--- src/rtl/decoder_lut_pkg.sv ---
// Shared definitions for the decoder/LUT logic unit: mode codes,
// FSM states and the preset truth-table builder.
package decoder_lut_pkg;

  localparam logic [2:0] MODE_NAND = 3'b000;
  localparam logic [2:0] MODE_NOR  = 3'b001;
  localparam logic [2:0] MODE_AND  = 3'b010;
  localparam logic [2:0] MODE_OR   = 3'b011;
  localparam logic [2:0] MODE_XOR  = 3'b100;
  localparam logic [2:0] MODE_XNOR = 3'b101;
  localparam logic [2:0] MODE_RSVD = 3'b110;
  localparam logic [2:0] MODE_LOAD = 3'b111;

  typedef enum logic {
    RUN,
    LOAD
  } state_t;

  function automatic logic is_preset(input logic [2:0] mode);
    return mode <= MODE_XNOR;
  endfunction

  // Bit i of the table is the function value for minterm i;
  // bits at or above 2**n_in stay zero.
  function automatic logic [15:0] preset_table(
    input logic [2:0] mode,
    input int         n_in
  );
    logic [15:0] t;
    logic [3:0]  m;
    logic [3:0]  full;
    t    = '0;
    full = 4'((1 << n_in) - 1);
    for (int i = 0; i < 16; i++) begin
      m = 4'(i);
      if (i < (1 << n_in)) begin
        case (mode)
          MODE_NAND: t[i] = (m != full);
          MODE_NOR:  t[i] = (m == 4'd0);
          MODE_AND:  t[i] = (m == full);
          MODE_OR:   t[i] = (m != 4'd0);
          MODE_XOR:  t[i] = ^m;
          MODE_XNOR: t[i] = ~^m;
          default:   t[i] = 1'b0;
        endcase
      end
    end
    return t;
  endfunction

endpackage

--- src/rtl/decoder_lut_unit_onehot.sv ---
// Combinational binary-to-one-hot decoder.
module onehot_decoder #(
  parameter  int N_IN = 2,
  localparam int N_MT = 2 ** N_IN
) (
  input  logic [N_IN-1:0] sel,
  output logic [N_MT-1:0] dec
);

  always_comb begin
    dec      = '0;
    dec[sel] = 1'b1;
  end

endmodule

--- src/rtl/decoder_lut_unit.sv ---
// Two-stage decoder + truth-table logic unit with preset/custom tables.
// Optional table readback: define DECODER_LUT_READBACK_EN.
module decoder_lut_unit
  import decoder_lut_pkg::*;
#(
  parameter  int N_IN = 2,
  localparam int N_MT = 2 ** N_IN
) (
  input  logic            clk,
  input  logic            rst_n,
  input  logic            cfg_start,
  input  logic [2:0]      cfg_mode,
  input  logic            lut_valid,
  input  logic            lut_bit,
  output logic            cfg_busy,
  input  logic            in_valid,
  output logic            in_ready,
  input  logic [N_IN-1:0] in_data,
  output logic            out_valid,
  output logic            out_y,
  output logic [N_MT-1:0] out_dec
`ifdef DECODER_LUT_READBACK_EN
  ,
  output logic [N_MT-1:0] lut_rd,
  output logic            cfg_done
`endif
);

  localparam logic [N_IN-1:0] LAST = N_IN'(N_MT - 1);

  state_t          state;
  logic [N_MT-1:0] lut;
  logic [N_MT-1:0] shadow;
  logic [N_MT-1:0] sh_next;
  logic [N_MT-1:0] dec;
  logic [N_MT-1:0] dec_q;
  logic [N_IN-1:0] cnt;
  logic            v1;
  logic            accept;
  logic            preset;
  logic            load_go;
  logic            beat;
  logic            last;

  assign in_ready = (state == RUN);
  assign cfg_busy = (state == LOAD);
  assign accept   = in_valid && in_ready;
  assign preset   = in_ready && cfg_start && is_preset(cfg_mode);
  assign load_go  = in_ready && cfg_start && (cfg_mode == MODE_LOAD);
  assign beat     = cfg_busy && lut_valid;
  assign last     = beat && (cnt == LAST);

  onehot_decoder #(
    .N_IN(N_IN)
  ) u_dec (
    .sel(in_data),
    .dec(dec)
  );

  // The final beat is merged here so lut gets the whole table at once.
  always_comb begin
    sh_next      = shadow;
    sh_next[cnt] = lut_bit;
  end

  always_ff @(posedge clk) begin
    if (!rst_n) begin
      state     <= RUN;
      lut       <= N_MT'(preset_table(MODE_NAND, N_IN));
      shadow    <= '0;
      cnt       <= '0;
      v1        <= 1'b0;
      dec_q     <= '0;
      out_valid <= 1'b0;
      out_dec   <= '0;
      out_y     <= 1'b0;
    end else begin
      v1 <= accept;
      if (accept) dec_q <= dec;
      out_valid <= v1;
      if (v1) begin
        out_y   <= |(dec_q & lut);
        out_dec <= dec_q;
      end
      unique case (state)
        RUN: begin
          if (load_go) begin
            state  <= LOAD;
            cnt    <= '0;
            shadow <= '0;
          end else if (preset) begin
            lut <= N_MT'(preset_table(cfg_mode, N_IN));
          end
        end
        LOAD: begin
          if (beat) begin
            shadow <= sh_next;
            cnt    <= cnt + 1'b1;
            if (last) begin
              lut   <= sh_next;
              state <= RUN;
            end
          end
        end
      endcase
    end
  end

`ifdef DECODER_LUT_READBACK_EN
  assign lut_rd = lut;

  always_ff @(posedge clk) begin
    if (!rst_n) cfg_done <= 1'b0;
    else        cfg_done <= preset || last;
  end
`endif

endmodule

--- config.mk ---
export PLATFORM = sky130hd
export DESIGN_NAME = decoder_lut_unit
export DESIGN_NICKNAME = d
export VERILOG_FILES = /design/src/rtl/decoder_lut_pkg.sv /design/src/rtl/decoder_lut_unit_onehot.sv /design/src/rtl/decoder_lut_unit.sv
export SDC_FILE = /design/constraint.sdc
export NUM_CORES = 1
export LEC_CHECK = 0
export ABC_AREA = 1
export CAP_MARGIN = 0
export CORE_UTILIZATION = 48
export CTS_BUF_LIST = sky130_fd_sc_hd__clkbuf_2
export DETAILED_ROUTE_END_ITERATION = 7
export PLACE_DENSITY = 0.79
export RECOVER_POWER = 25
export SYNTH_ARGS = -nofsm -noshare
export SYNTH_HDL_FRONTEND = slang
export SYNTH_SLANG_ARGS = --single-unit
--- constraint.sdc ---
create_clock -name clk -period 1.12 [get_ports clk]
set_clock_uncertainty 0.05 [all_clocks]
set_input_delay 0.112 -clock clk [delete_from_list [all_inputs] [get_ports clk]]
set_output_delay 0.112 -clock clk [all_outputs]
set_load 0.005 [all_outputs]
==> metrics, run 1 <==
Iteration-0 DRC Markers 26; Syn Std Cell Area 1084 µm²; status complete, but fails checks; routed wire length roughly 3500 µm; # rows 16; syn_nets 168; Total Power ~1.8 mW; CP arrival 1.54 ns; dpl cells between 200 and 250; Worst slew margin 0.7594; DR WL/cell roughly 16 µm; final hold violation count 0; Finished Layout Cells 219; Max IR drop VDD 1.365 mV; first drt pass iteration count 4; area of the core 2042 µm²; clock sink total 22; Initial Util 0.5306; # DRC 0; die width around 50 µm; syn avg cell area 7.082 µm²; Post-synth EDFFs 0; sequential-to-total area share from yosys stat 0.4065; Final min period 1.277 ns; largest net degree at the start of global routing 14; CTS tree done; max_cap viols 0; via count 1150; top_reg_cell synth dfxtp_1; Ys Warns 0; LEAKAGE 0.7739 nW; GPL Wtd Cong between 0.8 and 0.9; Worst R2R Setup Slack -0.16 ns; Antenna Violating Nets Remaining 0; Vias/cell about 5.3; CTS buffer count 3; Clock Root Buffer clkbuf_2; register bit total from synthesis 22; setup_tns -1.844 ns; Clk pin slew, worst setup/hold paths 0.23 ns; Port-buffer cells 18; PD cells 1070 nW/µm²; final setup fails 17; total global routing overflow 0; worst-margin pin slew approximately 0.36 ns; worst setup margin -0.1566 ns; DPL Wire Length roughly 1800 µm; Worst Path Required 1.38 ns; cells after synthesis 153; Final Slew Violations 0; cell taking the most area after synthesis dfxtp_1; vias in the first global route 1069; hold_ws around 0.34 ns; unrepaired setup endpoints after global routing yes; period utilization 1.140; share of the synthesized area in the top cell type 0.4065; crit-path max FO 5; first-pass GRT wire length 4719 µm; dpl cell area between 1000 and 1500 µm²; Total Nets Final 208; Yosys cell types 19; initial antenna violation count 0; ant diodes 0; share of cells above drive strength 1 0.4219; Die Y roughly 50 µm; fmax 783.3 MHz; top-count cell post-synth nand2_1; full die area 2451 µm²; GRT Total Usage 0.2549; hold crit path type in2reg; top area cells in the synthesized netlist dfxtp_1 (41%), nand2_1 (15%), inv_1 (6.2%); CTS H-Tree Depth 1; Longest Clk Path Bufs 2; nature of the critical path startpoint flop; Area Overhead vs Synth 56.47%; WS Path Type reg2reg; final instance area 1695 µm²; clock latency on the worst-skew pair 0.35 ns; most frequent cells after synthesis nand2_1 (44), dfxtp_1 (22), inv_1 (18), nor2_1 (18); IO Count 19; async set or reset register ratio after synthesis 0; failing checks negative setup slack; critical path endpoint category flop
-- layer usage --
metal  track usage  vias up  part of all wire  wire length [µm]
met5             0        -                 0                 0
met4       0.02857        0             0.039               136
met3       0.06481       16             0.042               145
met2        0.4703       43              0.53              1822
met1        0.3038      531              0.39              1351
li1              -      560                 -                 -
-- worst paths after layout --
check / from / end / cells past startpoint
max: cfg_busy$_SDFF_PN0_ / dec_q[2]$_SDFFE_PN0P_ / 8
min: rst_n / out_dec[2]$_SDFFE_PN0P_ / 3
max reg2reg: cfg_busy$_SDFF_PN0_ / dec_q[2]$_SDFFE_PN0P_ / 8
min reg2reg: v1$_SDFF_PN0_ / out_valid$_SDFF_PN0_ / 2
-- through the flow --
stage	worst slack, ns	util
global route	-0.2379	0.8303
global placement	-0.1920	0.6648
detailed placement	-0.2502	0.6648
finish	-0.1566	0.8303
CTS	-0.1566	0.7739
floorplan	0.004775	-
-- registers in the layout (all words and copies together), names as in the netlist --
signal,cells
cfg_busy,1
cnt,2
dec_q,4
lut,4
out_dec,4
out_valid,1
out_y,1
shadow,4
v1,1
-- area by class of cell --
class,instances,area (µm²)
clock buffers,3,15.01
clock inverters,1,30.03
repair buffers,36,331.6
multi-input cells,109,726.9
fillers,116,346.6
inverters,21,98.84
flip-flops and latches,22,459.2
well taps,27,33.78
-- timing repair --
item                       4_1_cts  5_1_grt
hold buffers                     0        0
pin swaps                       17       12
buffers inserted                 8        2
gates resized for setup         54       42
setup endpoints to repair       16       25
hold endpoints to repair         0        0
-- worst max-delay path: stages (launching register included) --
cell	delay [ns]
dfxtp_4	0.41
buf_6	0.11
inv_8	0.04
buf_6	0.12
buf_6	0.11
nand2_4	0.07
buf_8	0.14
nand2_2	0.06
a21oi_2	0.12
-- placed cells by master, fill, tap and decap left out, drive strengths merged --
cell / n
a21oi: 9
nand2: 47
nand3: 11
clkdlybuf4s50: 10
dfxtp: 22
clkdlybuf4s15: 3
nor2: 22
inv: 21
bufinv: 1
o21a: 4
a41oi: 1
ha: 4
buf: 19
clkbuf: 7
o21ai: 11
-- kinds of logic after synthesis --
family,count (synthesis),synth area share
compound gates,25,0.1351
fa+ha+maj,4,0.04619
buf+inv,22,0.09237
flops,22,0.4065
simple gates,80,0.3198
-- where the power goes --
| group | leakage, nW | switching, mW | internal [mW] |
|---|---|---|---|
| Combinational | 0.562 | 0.204 | 0.169 |
| Sequential | 0.185 | 0.0333 | 0.828 |
| Clock | 0.0266 | 0.271 | 0.308 |
(Power assumes the default switching activity.)
==> inputs of run 2 (changes only) <==
GPL_ROUTABILITY_DRIVEN = 0   (was unset)
REMOVE_ABC_BUFFERS = 1   (was unset)
SETUP_SLACK_MARGIN = 0.02   (was unset)
==> run 2 against run 1 <==
Net effect:
- the run still ends with negative setup slack left
- power is 4.3% lower
- sequential power is 0.6% lower
- register-to-register slack worse by 0.02 ns
- sequential share of layout area is 2.9 points higher
- flip-flop and latch count stayed put
- die area stayed put
- combinational power is 18% lower
- final cell count is 2.7% lower
- via count is 6.9% lower
- critical path depth is 1 higher
- global-route usage is 4.8 points lower
==> metrics, run 2 (synthesized netlist as in run 1, its figures left out) <==
CTS buffer count 3; CP dominant cell by count nand2_1; CP arrival 1.54 ns; Worst Path Required 1.36 ns; # DRC 0; status complete, but fails checks; Die Y roughly 50 µm; worst setup margin -0.1792 ns; Finished Layout Cells 213; worst stage delay on the critical path 0.39 ns; routed wire length 2536 µm; crit-path cells buf_6, clkinv_4, buf_8, a21oi_4, inv_2, nand2_4, nand2_1, nand2_1, nor2_2; Top delay family on crit path flip-flops; Antenna Violating Nets Remaining 0; Buf/Inv on CP 4; initial antenna violation count 0; CP max stage cell dfxtp_4; Worst slew margin 0.8009; IO Count 19; failing checks negative setup slack; Top Layer Used met4; Place WS -0.2376 ns; routed wl met3 98 µm; max_cap viols 0; full die area 2451 µm²; Clock Root Buffer clkbuf_2; Total Nets Final ~200; dpl cells 201; clock sink total 22; die width between 40 and 50 µm; share of cells above drive strength 1 0.3280; Max IR drop VDD approximately 1.1 mV; Final min period 1.299 ns; most common cell after layout, fill and taps aside nand2_1; first drt pass iteration count 4; CTS H-Tree Depth 1; critical path endpoint category flop; # rows 16; DPL Wire Length 1665 µm; Area Overhead vs Synth 40.65%; CTS tree done; PD cells roughly 1100 nW/µm²; Port-buffer cells 18; vias in the first global route approximately 950; largest net degree at the start of global routing 17; total global routing overflow 0; Clk pin slew, worst setup/hold paths around 0.21 ns; DR WL/cell 11.91 µm; Initial Util 0.5306; ant diodes 0; commonest non-fill, non-tap cells in the layout nand2_1 (39), nor2_1 (18), inv_1 (16); via count 1071; Vias/cell 5.028; first-pass GRT wire length approximately 3800 µm; WS Path Type reg2reg; nature of the critical path startpoint flop; M1 WL 1139 µm; worst-margin pin slew 0.2983 ns; area of the core 2042 µm²; Longest Clk Path Bufs 2; crit-path max FO 7; hold crit path type in2reg; final setup fails 17; GRT Total Usage 0.2072; fmax 769.7 MHz; unrepaired setup endpoints after global routing yes; final hold violation count 0; clock latency on the worst-skew pair roughly 0.36 ns; Final Slew Violations 0; met2 WL 1230 µm; Iteration-0 DRC Markers 25; LEAKAGE 0.7055 nW; period utilization 1.160
[run 2: cell types whose count changed in the layout (fill, tap and decap cells not counted), sizes merged]
| cell | delta |
|---|---|
| clkbuf | +3 |
| clkinv | +1 |
| buf | -7 |
| dlygate4sd2 | +1 |
| clkdlybuf4s15 | -3 |
| inv | -1 |
[run 2: layout make-up]
cell class / count / area (µm²)
flip-flops and latches: 22 / 456.7
well taps: 27 / 33.78
fillers: 157 / 518.0
repair buffers: 30 / 265.3
multi-input cells: 109 / 631.9
inverters: 21 / 91.34
clock buffers: 3 / 15.01
clock inverters: 1 / 30.03
[run 2: timing repair]
item                       4_1_cts  5_1_grt
hold buffers                     0        0
setup buffers                    7        1
setup endpoints to repair       18       24
pin swaps                        7       12
gates resized for setup         40       26
[run 2: final timing paths]
path	from	cells after the start	slack, ns	to
worst max-delay path	cfg_busy$_SDFF_PN0_	9	-0.18	lut[3]$_SDFFE_PN0P_
worst min-delay path	in_data[0]	3	0.31	dec_q[1]$_SDFFE_PN0P_
worst min register to register	lut[0]$_SDFFE_PN1P_	2	0.44	lut[0]$_SDFFE_PN1P_
worst max register to register	cfg_busy$_SDFF_PN0_	9	-0.18	lut[3]$_SDFFE_PN0P_
[run 2: routing by layer]
metal	up-vias	global-route usage
met5	-	0
met4	0	0.1048
met3	5	0.04012
met2	24	0.3539
met1	494	0.2457
li1	548	-
[run 2: power by group]
group	switching, mW	total, mW	internal, mW
sequential	0.0277	0.857	0.829
clock	0.263	0.570	0.308
combinational	0.163	0.307	0.144
total	0.453	1.73	1.28
[run 2: tightest hold or removal path, cell delays in order]
cell and delay, ns:
clkdlybuf4s50_1 0.45, nand3_2 0.10, a21oi_2 0.05
[run 2: metrics by stage]
| stage | power [mW] | cell area (µm²) | setup TNS, ns | hold slack, ns | utilization |
|---|---|---|---|---|---|
| 4_1_cts | 1.705 | 1491 | -1.857 | 0.3208 | 0.7304 |
| 3_3_place_gp | 1.131 | 1335 | -1.980 | 0.4096 | 0.6538 |
| 6_report | 1.735 | 1524 | -1.981 | 0.3128 | 0.7463 |
| 5_1_grt | 1.807 | 1524 | -2.937 | 0.3085 | 0.7463 |
| 2_1_floorplan | 1.009 | 1079 | -0.04892 | 0.1461 | - |
| 3_5_place_dp | 1.139 | 1335 | -2.378 | 0.4215 | 0.6538 |
==> inputs of run 3 (changes only) <==
CTS_CLUSTER_DIAMETER = 40   (was unset)
HOLD_SLACK_MARGIN = 0.03   (was unset)
==> results of run 3 <==
No change in the layout: final DEF, timing and power equal those of run 2.
